File: config.mk
export PLATFORM = sky130hd
export DESIGN_NAME = mux3_rr_arbiter
export DESIGN_NICKNAME = d
export VERILOG_FILES = /design/src/rtl/common_pkg.sv /design/src/rtl/common_mux.sv /design/src/rtl/rr_grant_select.sv /design/src/rtl/mux3_rr_arbiter.sv
export SDC_FILE = /design/constraint.sdc
export NUM_CORES = 1
export LEC_CHECK = 0
export BUFFER_PORTS_ARGS = -buffer_cell sky130_fd_sc_hd__buf_2
export CORE_MARGIN = 2
export CORE_UTILIZATION = 50
export CTS_BUF_LIST = sky130_fd_sc_hd__clkbuf_16
export CTS_CLUSTER_DIAMETER = 50
export DETAILED_ROUTE_END_ITERATION = 7
export GPL_TIMING_DRIVEN = 0
export PLACE_DENSITY = 0.95
export SLEW_MARGIN = 20
export SYNTH_ARGS = -nofsm -noshare
export SYNTH_HDL_FRONTEND = slang
export SYNTH_HIERARCHICAL = 1
export SYNTH_SLANG_ARGS = --single-unit
File: constraint.sdc
create_clock -name clk -period 4.3 [get_ports clk]
set_input_delay 0.215 -clock clk [delete_from_list [all_inputs] [get_ports clk]]
set_output_delay 0.215 -clock clk [all_outputs]
set_load 0.02 [all_outputs]
File: src/rtl/common_pkg.sv
// Shared definitions for the NoC datapath blocks: default flit width and the
// arbiter lock state.
package common_pkg;

  localparam int unsigned DEFAULT_D_W = 32;

  typedef enum logic [0:0] {
    ARB_IDLE,
    ARB_LOCKED
  } arb_state_e;

endpackage

File: src/rtl/common_mux.sv
// Generic N-way one-hot-free mux: output is input s, zero for an out-of-range select.
module common_mux #(
  parameter int unsigned N = 2,
  parameter int unsigned W = 8,
  localparam int unsigned L = (N > 1) ? $clog2(N) : 1
) (
  input  logic [L-1:0]        s,
  input  logic [N-1:0][W-1:0] i,
  output logic [W-1:0]        o
);

  always_comb begin
    o = '0;
    for (int k = 0; k < int'(N); k++) begin
      if (s == L'(k)) o = i[k];
    end
  end

endmodule

File: src/rtl/rr_grant_select.sv
// Combinational round-robin finder: first set req bit after ptr, wrapping modulo N.
module rr_grant_select #(
  parameter int unsigned N = 3,
  localparam int unsigned L = (N > 1) ? $clog2(N) : 1
) (
  input  logic [N-1:0] req,
  input  logic [L-1:0] ptr,
  output logic         found,
  output logic [L-1:0] idx
);

  always_comb begin
    int unsigned k;
    k     = 0;
    found = 1'b0;
    idx   = ptr;
    // Offset N wraps back to ptr itself, so the last winner is lowest priority.
    for (int unsigned off = 1; off <= N; off++) begin
      k = (32'(ptr) + off) % N;
      if (!found && req[k[L-1:0]]) begin
        found = 1'b1;
        idx   = k[L-1:0];
      end
    end
  end

endmodule

File: src/rtl/mux3_rr_arbiter.sv
// Three-input valid/ready packet arbiter: round-robin choice, grant held until
// the winner's last flit, single registered output stage.
module mux3_rr_arbiter
  import common_pkg::*;
#(
  parameter int unsigned W = DEFAULT_D_W,
  localparam int unsigned N = 3,
  localparam int unsigned L = $clog2(N)
) (
  input  logic                clk,
  input  logic                rst,
  input  logic [N-1:0]        i_valid,
  input  logic [N-1:0]        i_last,
  input  logic [N-1:0][W-1:0] i_data,
  output logic [N-1:0]        i_ready,
  output logic                o_valid,
  output logic                o_last,
  output logic [W-1:0]        o_data,
  input  logic                o_ready
);

  arb_state_e   state_q, state_d;
  logic [L-1:0] own_q, own_d;
  logic [L-1:0] ptr_q, ptr_d;
  logic         valid_q, valid_d;
  logic         last_q, last_d;
  logic [W-1:0] data_q, data_d;

  logic         rr_found;
  logic [L-1:0] rr_idx;
  logic         cand_found;
  logic [L-1:0] sel;
  logic         load;
  logic         take;
  logic [W-1:0] mux_out;

  rr_grant_select #(
    .N(N)
  ) u_rr (
    .req  (i_valid),
    .ptr  (ptr_q),
    .found(rr_found),
    .idx  (rr_idx)
  );

  common_mux #(
    .N(N),
    .W(W)
  ) u_mux (
    .s(sel),
    .i(i_data),
    .o(mux_out)
  );

  always_comb begin
    state_d = state_q;
    own_d   = own_q;
    ptr_d   = ptr_q;
    valid_d = valid_q;
    last_d  = last_q;
    data_d  = data_q;
    i_ready = '0;

    if (state_q == ARB_LOCKED) begin
      cand_found = i_valid[own_q];
      sel        = own_q;
    end else begin
      cand_found = rr_found;
      sel        = rr_idx;
    end

    load = !valid_q || o_ready;
    // Reset blocks the handshake so no flit is consumed and then dropped.
    take = !rst && load && cand_found;
    if (take) i_ready[sel] = 1'b1;

    if (load) begin
      valid_d = take;
      if (take) begin
        data_d = mux_out;
        last_d = i_last[sel];
        ptr_d  = sel;
        if (i_last[sel]) begin
          state_d = ARB_IDLE;
        end else begin
          state_d = ARB_LOCKED;
          own_d   = sel;
        end
      end
    end
  end

  always_ff @(posedge clk) begin
    if (rst) begin
      state_q <= ARB_IDLE;
      own_q   <= '0;
      ptr_q   <= L'(N - 1);
      valid_q <= 1'b0;
      last_q  <= 1'b0;
      data_q  <= '0;
    end else begin
      state_q <= state_d;
      own_q   <= own_d;
      ptr_q   <= ptr_d;
      valid_q <= valid_d;
      last_q  <= last_d;
      data_q  <= data_d;
    end
  end

  assign o_valid = valid_q;
  assign o_last  = last_q;
  assign o_data  = data_q;

  a_ready_onehot0: assert property (@(posedge clk) disable iff (rst) $onehot0(i_ready))
    else $error("i_ready has more than one bit set");

  a_data_stable: assert property (@(posedge clk) disable iff (rst)
    (valid_q && !o_ready) |=> $stable(data_q))
    else $error("o_data changed under backpressure");

  a_lock_owner: assert property (@(posedge clk) disable iff (rst)
    (state_q == ARB_LOCKED) |-> ((i_ready & ~(N'(1) << own_q)) == '0))
    else $error("grant to non-owner while locked");

endmodule
==> results summary, run 1 <==
In this run the standard cell core region covers 0.005439 mm^2. The count of routing violations after the opening detailed-route iteration is 136. The cell at the root of the clock tree is sky130_fd_sc_hd__clkbuf_16.

The number of placed I/O pins came out at 142. The routability congestion estimate came out at 0.8665. The antenna cell count is 0.

The count of cell types in the netlist came out at 49. The clock buffer count from CTS is 5. The portion of total power attributed to sequential cells came out at 21.4%. The detailed-route wire length came out at 8085 um. The commonest register cell after synthesis is sky130_fd_sc_hd__dfxtp_1.

Yosys attributes the largest share of cell area to sky130_fd_sc_hd__dfxtp_1, sky130_fd_sc_hd__mux2i_1, sky130_fd_sc_hd__nand2b_1. The kind of start point of the critical path is a flop. Setup violations remaining at the end of the flow were counted as 0. The ratio of routed vias to standard cells came out at 5.606.

The synthesized design contains 0 enable-type register cells. The transition time of the tightest slew-check pin came out at 569.4 ps. The number of placement rows came out at 27. The number of remaining DRC errors came out at 0. The power density relative to cell area came out at 788.1 mW/mm^2. The clock latency on the worst-skew pair came out at 280 ps.

The first global-routing pass estimated 12580 um of wire. After layout, the design draws a total of 0.002968 W. The initial antenna violation count is 0. The worst setup path is captured at a flop. The max-cap check violation count is 0. Net switching is 44.55% of the power.

The share of post-route cells with drive strength above 1 came out at 40.81%. The number of fillers in the final layout came out at 410. The global routing usage on met3 is 5.057%. Counting flops with an async set or reset pin after synthesis yields a share of 0%. The critical path data required time is 4480 ps. The post-synthesis instance total came out at 319. The arrival time at the worst endpoint is 3500 ps.

The post-cts resize count is 0. The share of the Yosys chip area taken by registers is 28.07%. The post-route minimum period is 3318 ps. The worst-path maximum fanout came out at 10. The final setup skew is 2.724 ps. The logic gate share of total power is 62.7%. The design internal power is 0.001646 W.

The average instance area after synthesis came out at 8.719 um^2. The final-layout setup total negative slack came out at 0 ps. The post-CTS setup buffer count is 0. The type of the worst setup path is reg -> reg.

The cell area after layout is 0.003766 mm^2. In this run the cell area measured after placement is 0.003577 mm^2. The clock network accounts for 15.9% of the total power.

The final cell count without fillers came out at 540. For this configuration, the core starts out at a cell density of 51.14%. In this run the horizontal extent of the chip is 78.59 um. The total number of vias is 3027. In this design, the stage delay of the slowest critical-path cell is 450 ps. The tightest min-delay check is of the in -> reg type.

The average wire per cell in the routed design came out at 14.97 um. The share of synthesized area in the top cell type comes to 28.07%. The net switching power of the design is 0.001322 W. The clock passes through at most 2 buffers. Counting every net in the synthesized netlist gives 426. The worst relative slew slack came out at 60.96%. The highest clock rate came out at 301.4 MHz.

In this run, post-CTS hold repair placed 0 buffers. Including well taps, the total number of placed cells is 532. The count of pins over their slew limit is 0. In this run the static leakage power is 1.747 nW. The count of antenna-violating nets left after detailed routing came out at 0. The number of iterations in the first detailed-routing pass came out at 4. The number of global-route vias before repair was 2773.

Among the stages of the critical path, the cell type that occurs most often is sky130_fd_sc_hd__buf_6. The most utilized layer in the global route result is met2. The clock-pin slew of the registers on the worst-case setup and hold paths is 60 ps. The maximum resistive drop on vdd is 0.6216 mV. The flow ran to the end, and the final reports show no timing, DRC or antenna violations. The mapped cell area came out at 0.002781 mm^2. The count of buffers inserted at the top-level ports came out at 141. Setup repair after global routing left no endpoint under its margin. The hold violation total from the final report came to 0. The depth of the CTS H-tree came out at 2. The largest total area in the synthesized netlist belongs to sky130_fd_sc_hd__dfxtp_1. For this run, global-route usage on met1 was measured as 30.99%. The clock sink count came out at 39. The pin count of the biggest net entering global routing is 13. TritonCTS built the clock tree. Summed over all nets, the half-perimeter wirelength after detailed placement is 6175 um. In this run the vertical extent of the chip is 78.59 um. The share of the clock period used by the worst path after layout is 77.17%. From synthesis to final layout, the design area changed by 35.40%. The critical path goes through inv_1 -> ha_1 -> buf_2 -> nand2_1 -> nor4_1 -> a21oi_1 -> o32a_1 -> mux2i_1 -> inv_1 -> buf_6 -> nor2b_4 -> buf_6 -> buf_6 -> o2bb2ai_2 -> nand3_1 -> o21ai_0.

The Yosys step of the flow raised 6 warnings. At the end of the flow, the number of nets in the layout was 574. The total global routing track utilization is 24.91%. After synthesis the netlist holds a flip-flop and latch count of 39. The total congestion overflow came out at 0.

The fraction of met2 tracks used by global routing is 43.25%. The cell with the largest stage delay on the worst path is sky130_fd_sc_hd__mux2i_1. The total die area is 0.006176 mm^2.
[Yosys cell counts (all sizes together), types with 5 or more instances]
cell     count
a21oi        8
o2bb2ai     32
inv          8
mux2i       39
buf         24
clkbuf       8
nand2b      35
nand3       36
nand2        5
nor2         6
nor2b        5
o21ai       37
dfxtp       39
nor3         5
[cell families after synthesis]
family	share of synthesized area [%]
adder cells (fa/ha/maj)	0.8995
AND/OR/NAND/NOR	20.78
buffers and inverters	8.772
flip-flops	28.07
multiplexers	14.71
AO/OA/AOI/OAI	26.77
[placed cells by master, fill, tap and decap left out, types with 4 or more instances in the layout]
cell	Yosys	layout
sky130_fd_sc_hd__buf_2	13	154
sky130_fd_sc_hd__dfxtp_1	39	39
sky130_fd_sc_hd__mux2i_1	38	38
sky130_fd_sc_hd__nand3_1	36	36
sky130_fd_sc_hd__o21ai_0	36	36
sky130_fd_sc_hd__nand2b_1	35	35
sky130_fd_sc_hd__o2bb2ai_1	22	22
sky130_fd_sc_hd__o2bb2ai_2	10	10
sky130_fd_sc_hd__buf_6	9	9
sky130_fd_sc_hd__inv_1	8	9
sky130_fd_sc_hd__a21oi_1	8	8
sky130_fd_sc_hd__clkbuf_1	6	6
sky130_fd_sc_hd__nor2_1	5	5
sky130_fd_sc_hd__nor3_1	5	5
sky130_fd_sc_hd__clkbuf_16	0	5
sky130_fd_sc_hd__nor2b_1	4	4
sky130_fd_sc_hd__nand2_1	4	4
[registers in the layout, indices dropped and copies added, names as in the netlist]
signal   count
o_valid      1
ptr_q        2
o_last       1
own_q        2
state_q      1
o_data      32
[metrics by stage]
stage                     utilization, %  hold slack, ps  setup slack [ps]
final                              69.24           215.1             981.8
after global routing               69.24           259.7             785.8
after CTS                          69.24           219.4              1029
after detailed placement           65.77           455.2              1108
after global placement             65.77           450.9              1180
after floorplan                        -           395.5              1536
[path summary, 6_finish.rpt]
| check | to | startpoint | depth (start not counted) | slack, ps |
|---|---|---|---|---|
| max | o_data[8] | ptr_q[0] | 16 | 980 |
| min | o_valid | o_ready | 3 | 220 |
| max reg2reg | o_data[8] | ptr_q[0] | 16 | 980 |
| min reg2reg | o_data[15] | o_data[15] | 2 | 470 |
[routing by layer]
metal / share of wire [%] / vias up
li1: - / 1476
met1: 43 / 1429
met2: 50 / 112
met3: 6.3 / 10
met4: 1.3 / 0
met5: 0 / -
[worst max-delay path: cells and delay by family (launching register included)]
family                     cells  cell delay (ps)
adders and majority gates      1              370
AOI/OAI and AO/OA              4              540
buffers and inverters          6              920
muxes                          1              450
and+or+nand+nor                4              550
DFF                            1              380
[power groups by stage]
stage               Sequential, W  Clock, W  Combinational (W)
detailed placement       0.000641         0            0.00183
floorplan                0.000822         0            0.00118
global placement         0.000632         0            0.00179
CTS                      0.000635  0.000473            0.00185
finish                   0.000636  0.000472            0.00186
global route             0.000653  0.000489            0.00201
[cell type report]
| type | count | area, um^2 | area share [%] |
|---|---|---|---|
| plain buffers | 32 | 214.0 | 5.681 |
| clock buffers | 5 | 125.1 | 3.322 |
| clock inverters | 3 | 63.81 | 1.694 |
| inverters | 8 | 30.03 | 0.7973 |
| multi-input cells | 240 | 1757 | 46.64 |
| flip-flops and latches | 39 | 780.7 | 20.73 |
| well taps | 72 | 90.09 | 2.392 |
| repair buffers | 141 | 705.7 | 18.74 |
(Power assumes the default switching activity.)
==> run 2: changes to the inputs <==
- CORE_UTILIZATION: 50 -> 46
- PLACE_DENSITY: 0.95 -> 0.9
- clock period: 4.3 -> 3.1 ns (I/O delays scaled with it)
==> run 2 against run 1 <==
Combinational power up 41%; critical endpoint is now o_data[21]; worst setup slack worse by 820 ps; register-to-register slack worse by 820 ps; via count down 1.8%; final area up 0.56%; first-iteration DRC count down 29%; critical path depth down 1; final cell count up 1.1%; sequential share of layout area down 0.083 points; global-route usage down 1.3 points; non-clock buffer count up 3; fmax up 13%.
==> results summary, run 2 (same netlist as run 1, synthesis figures left out) <==
In the layout the commonest cells are sky130_fd_sc_hd__buf_2, sky130_fd_sc_hd__dfxtp_1, sky130_fd_sc_hd__mux2i_1. The maximum count of clock buffers along a single path came out at 2. The total congestion overflow came out at 0.

The flip-flop count of the largest register, all copies and words added came out at 32. The standard cell core area came out at 0.005886 mm^2. The clock latency on the worst-skew pair is 280 ps. The max-cap check violation count came out at 0. The clock-pin slew of the registers on the worst-case setup and hold paths came out at 60 ps.

Measured along the x axis, the die boundary spans 81.76 um. The sum of buffers and inverters on the critical path came out at 6. The area growth from synthesis to layout is 36.17%. The post-route minimum period is 2940 ps.

Global routing used 23.63% of the available tracks across all layers. The share of post-route cells with drive strength above 1 came out at 41.83%. The initial antenna violation count came out at 0. The share of total power dissipated in the clock network is 14.0%. The die covers 0.006685 mm^2.

The detailed-route wire length is 8211 um. The count of antenna-violating nets left after detailed routing is 0. The critical path is of the reg -> reg type.

The endpoint kind of the worst setup timing path is a flop. The analysis attributes to cell leakage a power of 1.748 nW. Buffers inserted to repair hold after CTS numbered 0. The average wire per cell in the routed design came out at 15.04 um. In this run the worst hold path is classified as in -> reg. The overall die height came out at 81.76 um. The worst relative slew slack came out at 66.39%. The count of endpoints failing setup in the final report came out at 0. The count of buffers inserted at the top-level ports is 141. After the first detailed-routing iteration, the DRC count stood at 97. The net switching power of the design is 0.001848 W. In this run the core area contains 28 standard-cell rows. The tree is rooted in a sky130_fd_sc_hd__clkbuf_16. The final critical path takes up 94.83% of the cycle.

The number of global-route vias before repair came out at 2725. The logic gate share of total power is 64.3%. The hold violation total from the final report came out at 0. Entering global routing, the biggest net connects 13 pins. The global-route wire length before repair is 12390 um. TritonCTS built the clock tree. In the routed design, unresolved DRC markers number 0. The arrival time at the worst endpoint came out at 3140 ps. The overall power came out at 0.004095 W. Final hold analysis gives a worst-case slack of 162.2 ps. Traced cell by cell, the critical path runs through inv_1 -> ha_1 -> buf_2 -> o22a_1 -> and3_1 -> o32a_1 -> mux2i_4 -> inv_1 -> buf_6 -> nor2b_4 -> buf_6 -> buf_6 -> o2bb2ai_1 -> nand3_1 -> o21ai_0. The placed wire-length estimate after detailed placement is 6229 um.

The antenna cell count is 0. The delay of the slowest critical-path stage is 360 ps. The leading cell type in the layout, fill and taps excluded is sky130_fd_sc_hd__buf_2. The effective utilization at floorplan is 47.26%.

The switching share of power is 45.14%. The final setup skew is 2.772 ps. For this run, the post-layout net count is 577. The clock sink count is 39.

After detailed routing, the number of vias per cell comes to 5.443. The power density relative to cell area is 1081 mW/mm^2. The critical path data required time came out at 3310 ps. IR analysis of the VDD net gives a maximum drop of 0.5675 mV. Grouping stages by cell kind, the critical path spends the most delay in compound AO/OA/AOI/OAI gates. The total number of vias is 2972. The routability congestion estimate came out at 0.8146. The worst setup path is launched from a flop. The number of placed I/O pins came out at 142. Of the total power, registers draw 21.7%. The flow ran to the end, and the final reports show no timing, DRC or antenna violations. The design internal power is 0.002246 W. TritonCTS created 5 clock buffers. Counting stages on the worst path, the most repeated cell is sky130_fd_sc_hd__buf_6. Of all nets on the critical path, the largest fanout is 10.

The count of pins over their slew limit came to 0. The depth of the CTS H-tree is 2. The number of iterations in the first detailed-routing pass is 4. The transition time of the tightest slew-check pin came out at 502.7 ps.

The highest clock rate is 340.2 MHz. On the critical path, the stage with the largest delay is an instance of sky130_fd_sc_hd__dfxtp_2.
## run 2: area by class of cell
cell class | instances | area, um^2
plain buffers | 32 | 214.0
clock buffers | 5 | 125.1
clock inverters | 3 | 38.79
repair buffers | 144 | 728.2
inverters | 8 | 30.03
flip-flops and latches | 39 | 782.0
multi-input cells | 240 | 1775
well taps | 75 | 93.84
fillers | 507 | 2098
## run 2: stage by stage
step | setup TNS [ps] | cells | cell area (um^2) | setup WS [ps] | utilization (%)
after floorplan | 0 | 319 | 2781 | 335.9 | -
after global placement | -13.73 | 535 | 3581 | -13.73 | 60.84
after detailed placement | -243.1 | 535 | 3581 | -85.85 | 60.84
after CTS | 0 | 543 | 3757 | 63.28 | 63.84
after global routing | -4.330 | 546 | 3787 | -4.330 | 64.35
final | 0 | 546 | 3787 | 160.2 | 64.35
## run 2: timing repair
action | 4_1_cts | 5_1_grt
setup buffers | 0 | 3
resized for setup | 2 | 2
setup endpoints to repair | 31 | 31
## run 2: power groups by stage
stage	Sequential, W	Combinational [W]	Clock [W]
floorplan	0.00114	0.00164	0
global placement	0.000878	0.00248	0
detailed placement	0.000889	0.00256	0
CTS	0.000885	0.00259	0.000580
global route	0.000916	0.00284	0.000603
finish	0.000888	0.00263	0.000575
## run 2: path summary, 6_finish.rpt
path	depth (start not counted)	end	startpoint	slack, ps
setup / recovery	15	o_data[21]	ptr_q[0]	160
hold reg to reg	2	o_data[3]	o_data[3]	470
hold / removal	3	o_valid	o_ready	160
setup reg to reg	15	o_data[21]	ptr_q[0]	160
## run 2: per-layer routing
metal | GRT usage, % | vias up | part of all wire (%)
met2 | 40.89 | 82 | 52
met1 | 29.09 | 1404 | 42
li1 | - | 1477 | -
met5 | 0 | - | 0
met4 | 7.167 | 0 | 1.1
met3 | 5.385 | 9 | 5.3
## run 2: worst min-delay path: cells and delay by family
| kind | cells | cell delay [ps] |
|---|---|---|
| buffers and inverters | 1 | 90 |
| AO/OA/AOI/OAI | 1 | 60 |
| AND/OR/NAND/NOR | 1 | 90 |
==> run 3: changes to the inputs <==
--- a/config.mk
+++ b/config.mk
@@ -14,4 +14,5 @@
 export GPL_TIMING_DRIVEN = 0
 export PLACE_DENSITY = 0.9
+export RECOVER_POWER = 25
 export SLEW_MARGIN = 20
 export SYNTH_ARGS = -nofsm -noshare
==> constraint.sdc (replaced) <==
create_clock -name clk -period 3.1 [get_ports clk]
set_input_delay 0.155 -clock clk [delete_from_list [all_inputs] [get_ports clk]]
set_output_delay 0.155 -clock clk [all_outputs]
set_load 0.01 [all_outputs]
==> run 3 against run 2 <==
Die area unchanged; combinational power decreased by 8.0%; register-to-register slack about the same; worst setup slack improved by 14 ps; clock skew about the same; flip-flop and latch count unchanged.
==> results summary, run 3 (same netlist as run 1, synthesis figures left out) <==
The pre-antenna-repair detailed-routing pass consisted of 4 iterations. Along the worst path, the maximum fanout reaches 10. The signal on the critical path passes through inv_1 -> ha_1 -> buf_2 -> o22a_1 -> and3_1 -> o32a_1 -> mux2i_4 -> inv_1 -> buf_6 -> nor2b_4 -> buf_6 -> buf_6 -> o2bb2ai_1 -> nand3_1 -> o21ai_0. Registers are responsible for 22.9% of the overall power. In the final routed layout, each cell accounts on average for 15.03 um.

The antenna cell count came out at 0. The critical path data required time is 3300 ps. The delay of the slowest critical-path stage came out at 360 ps. The critical path endpoint is o_data[21]. The number of remaining DRC errors came out at 0. The highest clock rate came out at 341.8 MHz.

The flow ran to the end, and the final reports show no timing, DRC or antenna violations. Leaving out fill and tap cells, the most frequent cells in the layout are sky130_fd_sc_hd__buf_2, sky130_fd_sc_hd__dfxtp_1, sky130_fd_sc_hd__mux2i_1. The count of buffers inserted at the top-level ports came out at 141. The switching share of power came out at 43.12%. The number of placement rows is 28. Leaving out fill and tap cells, the most frequent cell in the layout is sky130_fd_sc_hd__buf_2. The relative area change from synthesis to final layout is 35.31%. The clock network power share came out at 14.8%. The clock latency on the worst-skew pair came out at 280 ps. In this run the vertical extent of the chip is 81.76 um. The ratio of routed vias to standard cells came out at 5.440. In this run the number of H-tree levels came out at 2.

The sum of buffers and inverters on the critical path came out at 6. Power spread over the standard cell area amounts to 1034 mW/mm^2. TritonCTS built the clock tree. VDD sags by at most 0.5227 mV. The congestion estimate from routability-driven global placement came to 0.8146. The worst path in the final design needs a cycle of 2925 ps, including I/O delays and setup. Global routing finished with a remaining overflow of 0. The total die area is 0.006685 mm^2.

The maximum count of clock buffers along a single path came out at 2. The final-layout setup total negative slack is 0 ps. The die is 81.76 um wide. At the worst endpoint, the arrival time is 3130 ps. The number of nets at the end of the flow is 577.

Counting buffers and inverters, the worst setup path is 15 cells deep. The standard cell core area came out at 0.005886 mm^2. The leakage component of the power came out at 1.675 nW. The most prevalent standard cell on the critical path is sky130_fd_sc_hd__buf_6.

In this run the worst hold path is classified as in -> reg. Hold repair after CTS inserted 0 buffers. The net switching power of the design came out at 0.001677 W.

The critical path in this run is classified as reg -> reg. The detailed-route wire length came out at 8208 um. The placed wire-length estimate after detailed placement is 6229 um. The flip-flop count of the largest register, all copies and words added is 32.

The worst-case reg-to-reg path depth is 15. At the end of the flow the core is filled with cells to 63.95%. The number of global-route vias before repair is 2725. The worst register-to-register path ends at o_data[21]. The pin count of the biggest net entering global routing is 13. STA classifies the critical path startpoint as a flop. The post-route netlist has 37.79% of its cells at a drive strength greater than 1. The clock buffer count from CTS came out at 5. After the first detailed-routing iteration, the DRC count stood at 107. Setup repair after global routing left no endpoint under its margin. The most critical setup path has its startpoint at ptr_q[0]. The startpoint of the most critical register-to-register path is ptr_q[0].

The design internal power is 0.002213 W. The worst relative slew slack is 66.48%. In the global route stage, overall resource usage came out at 23.63%. The initial antenna violation count is 0.

The count of pins over their slew limit came to 0. In this design, the largest share of critical-path delay is due to compound AO/OA/AOI/OAI gates. The effective utilization at floorplan is 47.26%. The count of endpoints failing setup in the final report came out at 0. Across all layers, the routed design uses 2970 vias. The count of antenna-violating nets left after detailed routing is 0. The endpoint kind of the worst setup timing path is a flop. Clock skew on the completed layout was measured at 2.883 ps. The transition time of the tightest slew-check pin is 501.3 ps.

The global-route wire length before repair came out at 12390 um. The cell with the largest stage delay on the worst path is sky130_fd_sc_hd__dfxtp_2. Across the run, the number of max-cap violations was 0. The setup slack of the worst register-to-register path came out at 170 ps. The root buffer cell chosen for the clock tree is sky130_fd_sc_hd__clkbuf_16. The share of the clock period used by the worst path after layout is 94.37%. The hold violation total from the final report is 0. The logic gate share of total power is 62.3%. The number of placed I/O pins is 142. The clock sink count is 39. The clock-pin slew of the registers on the worst-case setup and hold paths came out at 60 ps.
[run 3: cell types whose count changed in the layout (fill, tap and decap cells not counted), sizes merged]
cell,delta
buf,-19
clkbuf,+19
[run 3: how the worst min path moves through the flow]
stage | end | from | cells past startpoint
after floorplan | o_valid | o_ready | 2
after global routing | o_valid | o_ready | 3
after CTS | o_valid | o_ready | 3
final | o_valid | o_ready | 3
after detailed placement | o_valid | o_ready | 3
after global placement | o_valid | o_ready | 3
[run 3: timing repair]
| action | in CTS | in global routing |
|---|---|---|
| setup buffers | 0 | 3 |
| setup endpoints to repair | 30 | 30 |
| gates resized for setup | 2 | 2 |
| pin swaps | 0 | 0 |
[run 3: area by class of cell]
type / count / area [um^2]
buffer: 32 / 214.0
clock buffer: 5 / 125.1
clock inverter: 3 / 38.79
fill: 519 / 2122
inverter: 8 / 30.03
multi-input combinational: 240 / 1775
sequential: 39 / 782.0
tap: 75 / 93.84
timing repair buffer: 144 / 704.4
[run 3: stage by stage]
| stage | area, um^2 | hold slack (ps) | setup WS, ps | power, W | cells |
|---|---|---|---|---|---|
| 3_3_place_gp | 3581 | 441.1 | -13.73 | 0.003190 | 535 |
| 4_1_cts | 3757 | 158.7 | 63.28 | 0.003878 | 543 |
| 3_5_place_dp | 3581 | 461.0 | -85.85 | 0.003273 | 535 |
| 2_1_floorplan | 2781 | 335.5 | 335.9 | 0.002612 | 319 |
| 6_report | 3764 | 162.8 | 174.7 | 0.003890 | 546 |
| 5_1_grt | 3764 | 183.3 | 3.122 | 0.004157 | 546 |
[run 3: worst register-to-register path: stages (launching register included)]
cell and delay (ps):
sky130_fd_sc_hd__dfxtp_2 360, sky130_fd_sc_hd__inv_1 50, sky130_fd_sc_hd__ha_1 360, sky130_fd_sc_hd__buf_2 200, sky130_fd_sc_hd__o22a_1 230, sky130_fd_sc_hd__and3_1 160
sky130_fd_sc_hd__o32a_1 330, sky130_fd_sc_hd__mux2i_4 200, sky130_fd_sc_hd__inv_1 100, sky130_fd_sc_hd__buf_6 150, sky130_fd_sc_hd__nor2b_4 100, sky130_fd_sc_hd__buf_6 120
sky130_fd_sc_hd__buf_6 140, sky130_fd_sc_hd__o2bb2ai_1 170, sky130_fd_sc_hd__nand3_1 100, sky130_fd_sc_hd__o21ai_0 80
[run 3: power by group through the flow]
stage                     clock [W]  combinational [W]  sequential, W
after CTS                  0.000580            0.00241       0.000885
after detailed placement          0            0.00238       0.000889
after global placement            0            0.00231       0.000878
after global routing       0.000603            0.00263       0.000920
after floorplan                   0            0.00163       0.000979
final                      0.000574            0.00242       0.000892
[run 3: metal layers]
metal / vias to the layer above / track usage [%] / part of all wire [%]
met2: 76 / 40.89 / 52
met3: 9 / 5.385 / 5.0
li1: 1476 / - / -
met5: - / 0 / 0
met4: 0 / 7.167 / 1.1
met1: 1409 / 29.09 / 42
